===== config.mk =====
export PLATFORM = sky130hd
export DESIGN_NAME = prog_boot_ctrl_flat
export DESIGN_NICKNAME = d
export VERILOG_FILES = /design/src/rtl/prog_boot_ctrl_if.sv /design/src/rtl/prog_boot_ctrl.sv /design/src/flat_wrapper.sv
export SDC_FILE = /design/constraint.sdc
export NUM_CORES = 1
export LEC_CHECK = 0
export BUFFER_PORTS_ARGS = -buffer_cell sky130_fd_sc_hd__buf_4
export CORE_MARGIN = 5
export CORE_UTILIZATION = 56
export CTS_CLUSTER_SIZE = 25
export DETAILED_ROUTE_END_ITERATION = 8
export GPL_ROUTABILITY_DRIVEN = 0
export PLACE_DENSITY = 0.93
export SKIP_CTS_REPAIR_TIMING = 1
export SYNTH_ARGS = -nofsm -noshare
export SYNTH_HDL_FRONTEND = slang
export SYNTH_SLANG_ARGS = --single-unit

===== constraint.sdc =====
create_clock -name clk -period 3.64 [get_ports clk]
set_clock_uncertainty 0.05 [all_clocks]
set_input_delay 0.728 -clock clk [delete_from_list [all_inputs] [get_ports clk]]
set_output_delay 0.728 -clock clk [all_outputs]
set_load 0.05 [all_outputs]

===== src/rtl/prog_boot_ctrl_if.sv =====
// Host load channel and instruction-memory write port of the boot controller.
// The controller takes the slave side; the host/memory environment takes master.
interface prog_boot_ctrl_if #(
    parameter int DATA_W = 8,
    parameter int ADDR_W = 8
) ();
    logic              ld_valid;
    logic [DATA_W-1:0] ld_data;
    logic              ld_last;
    logic              ld_ready;
    logic              mem_we;
    logic [ADDR_W-1:0] mem_addr;
    logic [DATA_W-1:0] mem_wdata;

    modport master (
        output ld_valid, ld_data, ld_last,
        input  ld_ready, mem_we, mem_addr, mem_wdata
    );

    modport slave (
        input  ld_valid, ld_data, ld_last,
        output ld_ready, mem_we, mem_addr, mem_wdata
    );
endinterface


===== src/rtl/prog_boot_ctrl.sv =====
// Boot/run controller: streams a program into instruction memory with the CPU held in
// reset, then runs it until halt or cycle budget. Define BOOT_CHECKSUM_EN to add o_load_sum.
module prog_boot_ctrl #(
    parameter int DATA_W     = 8,
    parameter int ADDR_W     = 8,
    parameter int CNT_W      = 16,
    parameter int RST_HOLD   = 2,
    parameter int RUN_CYCLES = 30
) (
    input  logic              clk,
    input  logic              rstn,
    input  logic              i_start,
    prog_boot_ctrl_if.slave   io_bus,
    output logic              o_cpu_rstn,
    output logic              o_cpu_en,
    input  logic [ADDR_W-1:0] i_cpu_pc,
    input  logic [ADDR_W-1:0] i_halt_addr,
    output logic [ADDR_W:0]   o_load_count,
    output logic [CNT_W-1:0]  o_cycle_count,
    output logic              o_done,
    output logic              o_timeout,
    output logic              o_load_err
`ifdef BOOT_CHECKSUM_EN
    ,
    output logic [DATA_W-1:0] o_load_sum
`endif
);

    typedef enum logic [2:0] {S_IDLE, S_LOAD, S_HOLD, S_RUN, S_DONE} state_t;

    localparam int                HOLD_W      = (RST_HOLD > 1) ? $clog2(RST_HOLD) : 1;
    localparam logic [HOLD_W-1:0] HOLD_LAST   = HOLD_W'(RST_HOLD - 1);
    localparam logic [ADDR_W-1:0] PTR_MAX     = '1;
    localparam logic [CNT_W-1:0]  CNT_MAX     = '1;
    localparam logic [CNT_W-1:0]  BUDGET_LAST = CNT_W'(RUN_CYCLES - 1);

    state_t            r_state, w_state_next;
    logic [ADDR_W-1:0] r_ptr;
    logic [ADDR_W:0]   r_load_count;
    logic [CNT_W-1:0]  r_cycle_count;
    logic [HOLD_W-1:0] r_hold_cnt;
    logic              r_done, r_timeout, r_load_err;
    logic              r_mem_we;
    logic [ADDR_W-1:0] r_mem_addr;
    logic [DATA_W-1:0] r_mem_wdata;

    logic w_xfer, w_load_enter, w_halt, w_budget;
    logic w_ld_ready, w_cpu_rstn, w_cpu_en;

    always_ff @(posedge clk) begin
        if (!rstn) r_state <= S_IDLE;
        else       r_state <= w_state_next;
    end

    always_comb begin
        w_state_next = r_state;
        w_xfer       = 1'b0;
        w_load_enter = 1'b0;
        w_halt       = 1'b0;
        w_budget     = 1'b0;
        w_ld_ready   = 1'b0;
        w_cpu_rstn   = 1'b0;
        w_cpu_en     = 1'b0;
        case (r_state)
            S_IDLE: begin
                if (i_start) begin
                    w_state_next = S_LOAD;
                    w_load_enter = 1'b1;
                end
            end
            S_LOAD: begin
                w_ld_ready = 1'b1;
                w_xfer     = io_bus.ld_valid;
                // The last address ends the load even without ld_last: the pointer never wraps.
                if (w_xfer && (io_bus.ld_last || (r_ptr == PTR_MAX)))
                    w_state_next = S_HOLD;
            end
            S_HOLD: begin
                if (r_hold_cnt == HOLD_LAST) w_state_next = S_RUN;
            end
            S_RUN: begin
                w_cpu_rstn = 1'b1;
                w_cpu_en   = 1'b1;
                w_halt     = (i_cpu_pc == i_halt_addr);
                w_budget   = (RUN_CYCLES != 0) && (r_cycle_count == BUDGET_LAST);
                if (w_halt || w_budget) w_state_next = S_DONE;
            end
            S_DONE: begin
                w_cpu_rstn = 1'b1;
                if (i_start) begin
                    w_state_next = S_LOAD;
                    w_load_enter = 1'b1;
                end
            end
            default: w_state_next = S_IDLE;
        endcase
    end

    always_ff @(posedge clk) begin
        if (!rstn) begin
            r_ptr         <= '0;
            r_load_count  <= '0;
            r_cycle_count <= '0;
            r_hold_cnt    <= '0;
            r_done        <= 1'b0;
            r_timeout     <= 1'b0;
            r_load_err    <= 1'b0;
            r_mem_we      <= 1'b0;
            r_mem_addr    <= '0;
            r_mem_wdata   <= '0;
        end else begin
            r_mem_we <= w_xfer;
            if (w_load_enter) begin
                r_ptr         <= '0;
                r_load_count  <= '0;
                r_cycle_count <= '0;
                r_done        <= 1'b0;
                r_timeout     <= 1'b0;
                r_load_err    <= 1'b0;
            end
            if (w_xfer) begin
                r_mem_addr   <= r_ptr;
                r_mem_wdata  <= io_bus.ld_data;
                r_load_count <= r_load_count + 1'b1;
                if (r_ptr != PTR_MAX)     r_ptr      <= r_ptr + 1'b1;
                else if (!io_bus.ld_last) r_load_err <= 1'b1;
            end
            if (r_state == S_HOLD) r_hold_cnt <= r_hold_cnt + 1'b1;
            else                   r_hold_cnt <= '0;
            // The exit cycle keeps its count, so cycle_count reads RUN cycles minus one.
            if (r_state == S_RUN) begin
                if (w_halt || w_budget) begin
                    r_done    <= 1'b1;
                    r_timeout <= !w_halt;
                end else if (r_cycle_count != CNT_MAX) begin
                    r_cycle_count <= r_cycle_count + 1'b1;
                end
            end
        end
    end

`ifdef BOOT_CHECKSUM_EN
    logic [DATA_W-1:0] r_load_sum;

    always_ff @(posedge clk) begin
        if (!rstn)             r_load_sum <= '0;
        else if (w_load_enter) r_load_sum <= '0;
        else if (w_xfer)       r_load_sum <= r_load_sum + io_bus.ld_data;
    end

    assign o_load_sum = r_load_sum;
`endif

    assign io_bus.ld_ready  = w_ld_ready;
    assign io_bus.mem_we    = r_mem_we;
    assign io_bus.mem_addr  = r_mem_addr;
    assign io_bus.mem_wdata = r_mem_wdata;
    assign o_cpu_rstn       = w_cpu_rstn;
    assign o_cpu_en         = w_cpu_en;
    assign o_load_count     = r_load_count;
    assign o_cycle_count    = r_cycle_count;
    assign o_done           = r_done;
    assign o_timeout        = r_timeout;
    assign o_load_err       = r_load_err;

endmodule


===== src/flat_wrapper.sv =====
// flat-port wrapper written by rule: the top's interface ports become plain ports
module prog_boot_ctrl_flat 
#(
    parameter int DATA_W     = 8,
    parameter int ADDR_W     = 8,
    parameter int CNT_W      = 16,
    parameter int RST_HOLD   = 2,
    parameter int RUN_CYCLES = 30
)
  (clk, rstn, i_start, o_cpu_rstn, o_cpu_en, i_cpu_pc, i_halt_addr, o_load_count, o_cycle_count, o_done, o_timeout, o_load_err, io_bus_ld_valid, io_bus_ld_data, io_bus_ld_last, io_bus_ld_ready, io_bus_mem_we, io_bus_mem_addr, io_bus_mem_wdata);
  prog_boot_ctrl_if #(.DATA_W(DATA_W), .ADDR_W(ADDR_W)) io_bus_i ();
  input  logic clk;
  input  logic rstn;
  input  logic i_start;
  output logic o_cpu_rstn;
  output logic o_cpu_en;
  input  logic [ADDR_W-1:0] i_cpu_pc;
  input  logic [ADDR_W-1:0] i_halt_addr;
  output logic [ADDR_W:0] o_load_count;
  output logic [CNT_W-1:0] o_cycle_count;
  output logic o_done;
  output logic o_timeout;
  output logic o_load_err;
  input wire logic [$bits(io_bus_i.ld_valid)-1:0] io_bus_ld_valid;
  input wire logic [$bits(io_bus_i.ld_data)-1:0] io_bus_ld_data;
  input wire logic [$bits(io_bus_i.ld_last)-1:0] io_bus_ld_last;
  output wire logic [$bits(io_bus_i.ld_ready)-1:0] io_bus_ld_ready;
  output wire logic [$bits(io_bus_i.mem_we)-1:0] io_bus_mem_we;
  output wire logic [$bits(io_bus_i.mem_addr)-1:0] io_bus_mem_addr;
  output wire logic [$bits(io_bus_i.mem_wdata)-1:0] io_bus_mem_wdata;
  assign io_bus_i.ld_valid = io_bus_ld_valid;
  assign io_bus_i.ld_data = io_bus_ld_data;
  assign io_bus_i.ld_last = io_bus_ld_last;
  assign io_bus_ld_ready = io_bus_i.ld_ready;
  assign io_bus_mem_we = io_bus_i.mem_we;
  assign io_bus_mem_addr = io_bus_i.mem_addr;
  assign io_bus_mem_wdata = io_bus_i.mem_wdata;
  prog_boot_ctrl #(.DATA_W(DATA_W), .ADDR_W(ADDR_W), .CNT_W(CNT_W), .RST_HOLD(RST_HOLD), .RUN_CYCLES(RUN_CYCLES)) u_core (.clk(clk), .rstn(rstn), .i_start(i_start), .io_bus(io_bus_i), .o_cpu_rstn(o_cpu_rstn), .o_cpu_en(o_cpu_en), .i_cpu_pc(i_cpu_pc), .i_halt_addr(i_halt_addr), .o_load_count(o_load_count), .o_cycle_count(o_cycle_count), .o_done(o_done), .o_timeout(o_timeout), .o_load_err(o_load_err));
endmodule

; After elaboration in Yosys (flattened, before gate mapping)
; Index checks and enable logic that the tools add are counted.
[totals]
input_bits = 29
elab_cells = 71
register_bits = 57
output_inout_bits = 48
[classes]
eq_ne = 13
n_mux = 32
addsub = 4
n_reduce_logical = 11
[ops]
columns = cell, n
row1 = $mux 16, 4
row2 = $mux 8, 3
row3 = $mux 1, 18
row4 = $mux 9, 2
row5 = $add 16x1->16 const B, 1
row6 = $eq 16x5->1 const B, 1
row7 = $ne 16x16->1 const B, 1
row8 = $mux 3, 4
row9 = $pmux 3 s4, 1
row10 = $add 9x1->9 const B, 1
row11 = $add 8x1->8 const B, 1
row12 = $eq 8x8->1, 1
row13 = $eq 8x8->1 const B, 1
row14 = $ne 2x1->1 const B, 4
row15 = $ne 8x8->1 const B, 1
row16 = $eq 3x2->1 const B, 2
row17 = $reduce_and 4->1, 1
row18 = $reduce_or 2->1, 2
row19 = $eq 3x1->1 const B, 1
row20 = $eq 3x3->1 const B, 1
row21 = $logic_not 3->1, 1
row22 = $logic_or 1x1->1, 3
row23 = $reduce_and 2->1, 1
row24 = $reduce_bool 2->1, 1
row25 = other kinds (3), 3

; Depth between registers and ports, before layout
[logic_depth]
depth_word = 7
mapped_depth = 9
mapped_depth_nobuf = 7

; Worst setup path after synthesis
; Ideal clock, no wire load.
[synth_path]
kind = register to output
startpoint = register u_core.r_state[0]
endpoint = output io_bus_ld_ready
slack_ps = 1220
required_time_ps = 2862
arrival_ps = 1642
path_buffers = 1
path_stages_with_launch = 3
cell_sequence = dfxtp_1 buf_2 nor3b_1
[synth_between]
elab_chain_cells = 2
[synth_rtl]
columns = element, line
row1 = from (decl), prog_boot_ctrl.sv:37  ; state_t r_state, w_state_next;
row2 = from (signal assigned), prog_boot_ctrl.sv:52  ; else r_state <= w_state_next;
row3 = $eq 3x1->1, prog_boot_ctrl.sv:64  ; case (r_state)
row4 = $mux 1, prog_boot_ctrl.sv:64
row5 = to (decl), flat_wrapper.sv:27  ; output wire logic [$bits(io_bus_i.ld_ready)-1:0] io_bus_ld_ready;
; Every way passes these cells.

; Worst setup path in the final report
[layout_path]
startpoint = register u_core.r_cycle_count[0] (netlist: u_core.o_cycle_count[0])
endpoint = register u_core.r_cycle_count[9] (netlist: u_core.o_cycle_count[9])
[layout_between]
elab_chain_cells = 5
word_cells_on_any_way = 8
classes_between = add/sub (1) / eq/ne (2) / mux (4) / reduce/logical (1)
[layout_rtl]
columns = element, line
row1 = from (decl), prog_boot_ctrl.sv:40  ; logic [CNT_W-1:0] r_cycle_count;
row2 = from (signal assigned), prog_boot_ctrl.sv:136  ; r_cycle_count <= r_cycle_count + 1'b1;
row3 = "parallel branches: the longest is 3 deep, another holds $add 16x1->16", -
row4 = $mux 16 (*), prog_boot_ctrl.sv:132  ; if (w_halt || w_budget) begin
row5 = $mux 16 (*), prog_boot_ctrl.sv:131  ; if (r_state == S_RUN) begin
; Mark *: on every way between the ends.
; A chain may end at the register's enable or synchronous reset.

==> results.json <==
{
  "status": "completed",
  "n_fill_cell": 403,
  "internal_power_mw": 0.930,
  "p_per_area_mw_per_mm2": 350,
  "synthTopCellsByArea": "dfxtp_1 40%, nand2_1 8.0%, a21oi_1 7.3%",
  "slew_headroom": 0.483,
  "finalSetupTns_ns": 0,
  "crit_path_max_fanout": 12,
  "nets": 470,
  "postSynthCellCount": 369,
  "maxCapViolCount": 0,
  "finalCriticalPeriod_ns": 2.54,
  "cts_tree": "built",
  "ant_nets": 0,
  "die_w_um": 81.6,
  "numCtsBuffers": 9,
  "ys.flop_type": "dfxtp_1",
  "die_area_mm2": 0.00665,
  "drc": 0,
  "port-buffer-count": 76,
  "grt_max_degree": 39,
  "regArea_mm2": 0.00114,
  "rows": 26,
  "grt_pass1_wl_mm": 11.8,
  "critPathLaunchType": "register",
  "start_util": 0.569,
  "path_class": "reg -> reg",
  "slew_viol_final": 0,
  "overflow": 0,
  "vias": 2918,
  "cts-htree-levels": 3,
  "synth_area_per_cell_um2": 7.78,
  "wire_per_inst_um": 13.8,
  "seqPwrFrac": 0.509,
  "numClockSinks": 57,
  "cp.required_ns": 3.78,
  "critPathMaxStageDelay_ns": 0.48,
  "pre_cts_ws_ns": 1.15,
  "crit_chain": "ha_1 -> nand4_1 -> nor4_1 -> nor2_1 -> nand2_1 -> o221ai_1",
  "cts-root-buf": "clkbuf_8",
  "syn-num-nets": 402,
  "async_reset_ff_frac": 0,
  "grt_pass1_vias": 2678,
  "post-synth-top-count-cell": "nand2_1",
  "multiInputGateArea_mm2": 0.00158,
  "insertion_delay_ns": 0.33,
  "cp_data_arrival_time_ns": 2.68,
  "yosys_warnings": 0,
  "synth_edf_count": 0,
  "hold_viol_final": 0,
  "p_sw_frac": 0.265,
  "p_sw_mw": 0.335,
  "worstMarginPinSlew_ns": 0.772,
  "drt_iter0_drc": 173,
  "ios": 77,
  "synth_common_cells": "61 x nand2_1, 57 x dfxtp_1, 42 x a21oi_1",
  "core_area_mm2": 0.00504,
  "crit_slowest_cell": "dfxtp_1",
  "p_clk_frac": 0.370,
  "synth_area_mm2": 0.00287,
  "finalSetupViolCount": 0,
  "rsz0062_at_grt": "no",
  "die_h_um": 81.6,
  "fmax_ghz": 0.393,
  "combPwrFrac": 0.121,
  "track_usage": 0.226,
  "diodes": 0,
  "final_core_util": 0.716,
  "final_layout_size_suffix_gt1_frac": 0.236,
  "synth.top_cell.area_share": 0.398,
  "antenna_found_initial": 0,
  "leakagePower_nw": 1.39,
  "end_kind": "register",
  "dr.pass1.iters": 4,
  "peakVddDrop_v": 0.000311,
  "holdCritPathClass": "reg -> reg",
  "path_clk_slew_ns": 0.06,
  "fin_crit_sh": 0.699,
  "syn2layout_area_growth_pct": 25.9,
  "hpwl_mm": 5.03,
  "fin_ws_ns": 1.10,
  "ys_seq_elements": 57,
  "max-clock-path-buffers": 2,
  "cp_top_family": "simple AND/OR/NAND/NOR gates",
  "synth-seq-area-share": 0.398,
  "cp_num_buf_inv": 0,
  "ys_types": 47,
  "vias_per_cell": 5.72,
  "wirelength_mm": 7.02,
  "synth_area_leader_cell": "dfxtp_1"
}
-- through the flow --
| stage | cell area, µm² | hold WS, ns | power (mW) | instances |
|---|---|---|---|---|
| 2_1_floorplan | 2870 | 0.408 | 0.756 | 369 |
| 3_3_place_gp | 3470 | 0.393 | 0.807 | 496 |
| 3_5_place_dp | 3470 | 0.399 | 0.810 | 496 |
| 4_1_cts | 3610 | 0.407 | 1.28 | 510 |
| 5_1_grt | 3610 | 0.428 | 1.32 | 510 |
| 6_report | 3610 | 0.403 | 1.26 | 510 |
-- worst min-delay path: stages (launching register included) --
cell and delay, ns:
dfxtp_1 0.30, nand2_1 0.05, a21oi_1 0.05
-- power by group through the flow --
stage | clock network [mW] | logic, mW | registers [mW]
3_3_place_gp | 0 | 0.150 | 0.657
2_1_floorplan | 0 | 0.0825 | 0.674
3_5_place_dp | 0 | 0.153 | 0.658
6_report | 0.468 | 0.153 | 0.644
5_1_grt | 0.508 | 0.167 | 0.646
4_1_cts | 0.479 | 0.153 | 0.644
-- final timing paths --
check,startpoint,endpoint,cells after the start,slack (ns)
max,u_core.o_cycle_count[0]$_SDFF_PN0_,u_core.o_cycle_count[9]$_SDFF_PN0_,6,1.10
min,u_core.io_bus.mem_addr[6]$_SDFFE_PN0P_,u_core.io_bus.mem_addr[6]$_SDFFE_PN0P_,2,0.40
max reg2reg,u_core.o_cycle_count[0]$_SDFF_PN0_,u_core.o_cycle_count[9]$_SDFF_PN0_,6,1.10
min reg2reg,u_core.io_bus.mem_addr[6]$_SDFFE_PN0P_,u_core.io_bus.mem_addr[6]$_SDFFE_PN0P_,2,0.40
-- state kept, by name, summed over array words and instances, names as in the netlist, 3 cells and up --
name	count
u_core.o_cycle_count	16
u_core.io_bus.mem_wdata	8
u_core.r_ptr	8
u_core.r_state	3
u_core.o_load_count	9
u_core.io_bus.mem_addr	8
-- cell type report --
cell class	instances	share of cell area
timing repair buffer	79	0.164
clock buffer	13	0.0384
clock inverter	1	0.00139
sequential	57	0.316
multi-input combinational	273	0.438
tap	70	0.0242
inverter	17	0.0177
-- logic make-up (layout without fill, tap and decap cells) --
group,count (synthesis),in the layout,share of synthesized area
compound gates,84,84,0.184
xor+xnor,11,11,0.0336
fa+ha+maj,4,4,0.0174
buf+inv,39,110,0.0558
flops,57,57,0.398
mux,5,5,0.0192
simple gates,169,169,0.292
-- layer usage --
layer,vias up,part of all wire,GRT usage
li1,1446,-,-
met1,1357,0.40,0.251
met2,108,0.50,0.401
met3,7,0.082,0.0647
met4,0,0.013,0.0997
met5,-,0,0
-- layout by cell type, fill, tap and decap left out, types with 6 or more instances in the layout --
cell type and count:
nor4_1 7, o21ai_0 11, nand2_1 61, nor2_1 32, nand4_1 13, dfxtp_1 57, xnor2_1 11, nand3_1 18
clkbuf_8 9, o211ai_1 7, a21oi_1 42, buf_4 79, nor3_1 9, and3_1 6, inv_1 17
(Power assumes the default switching activity.)
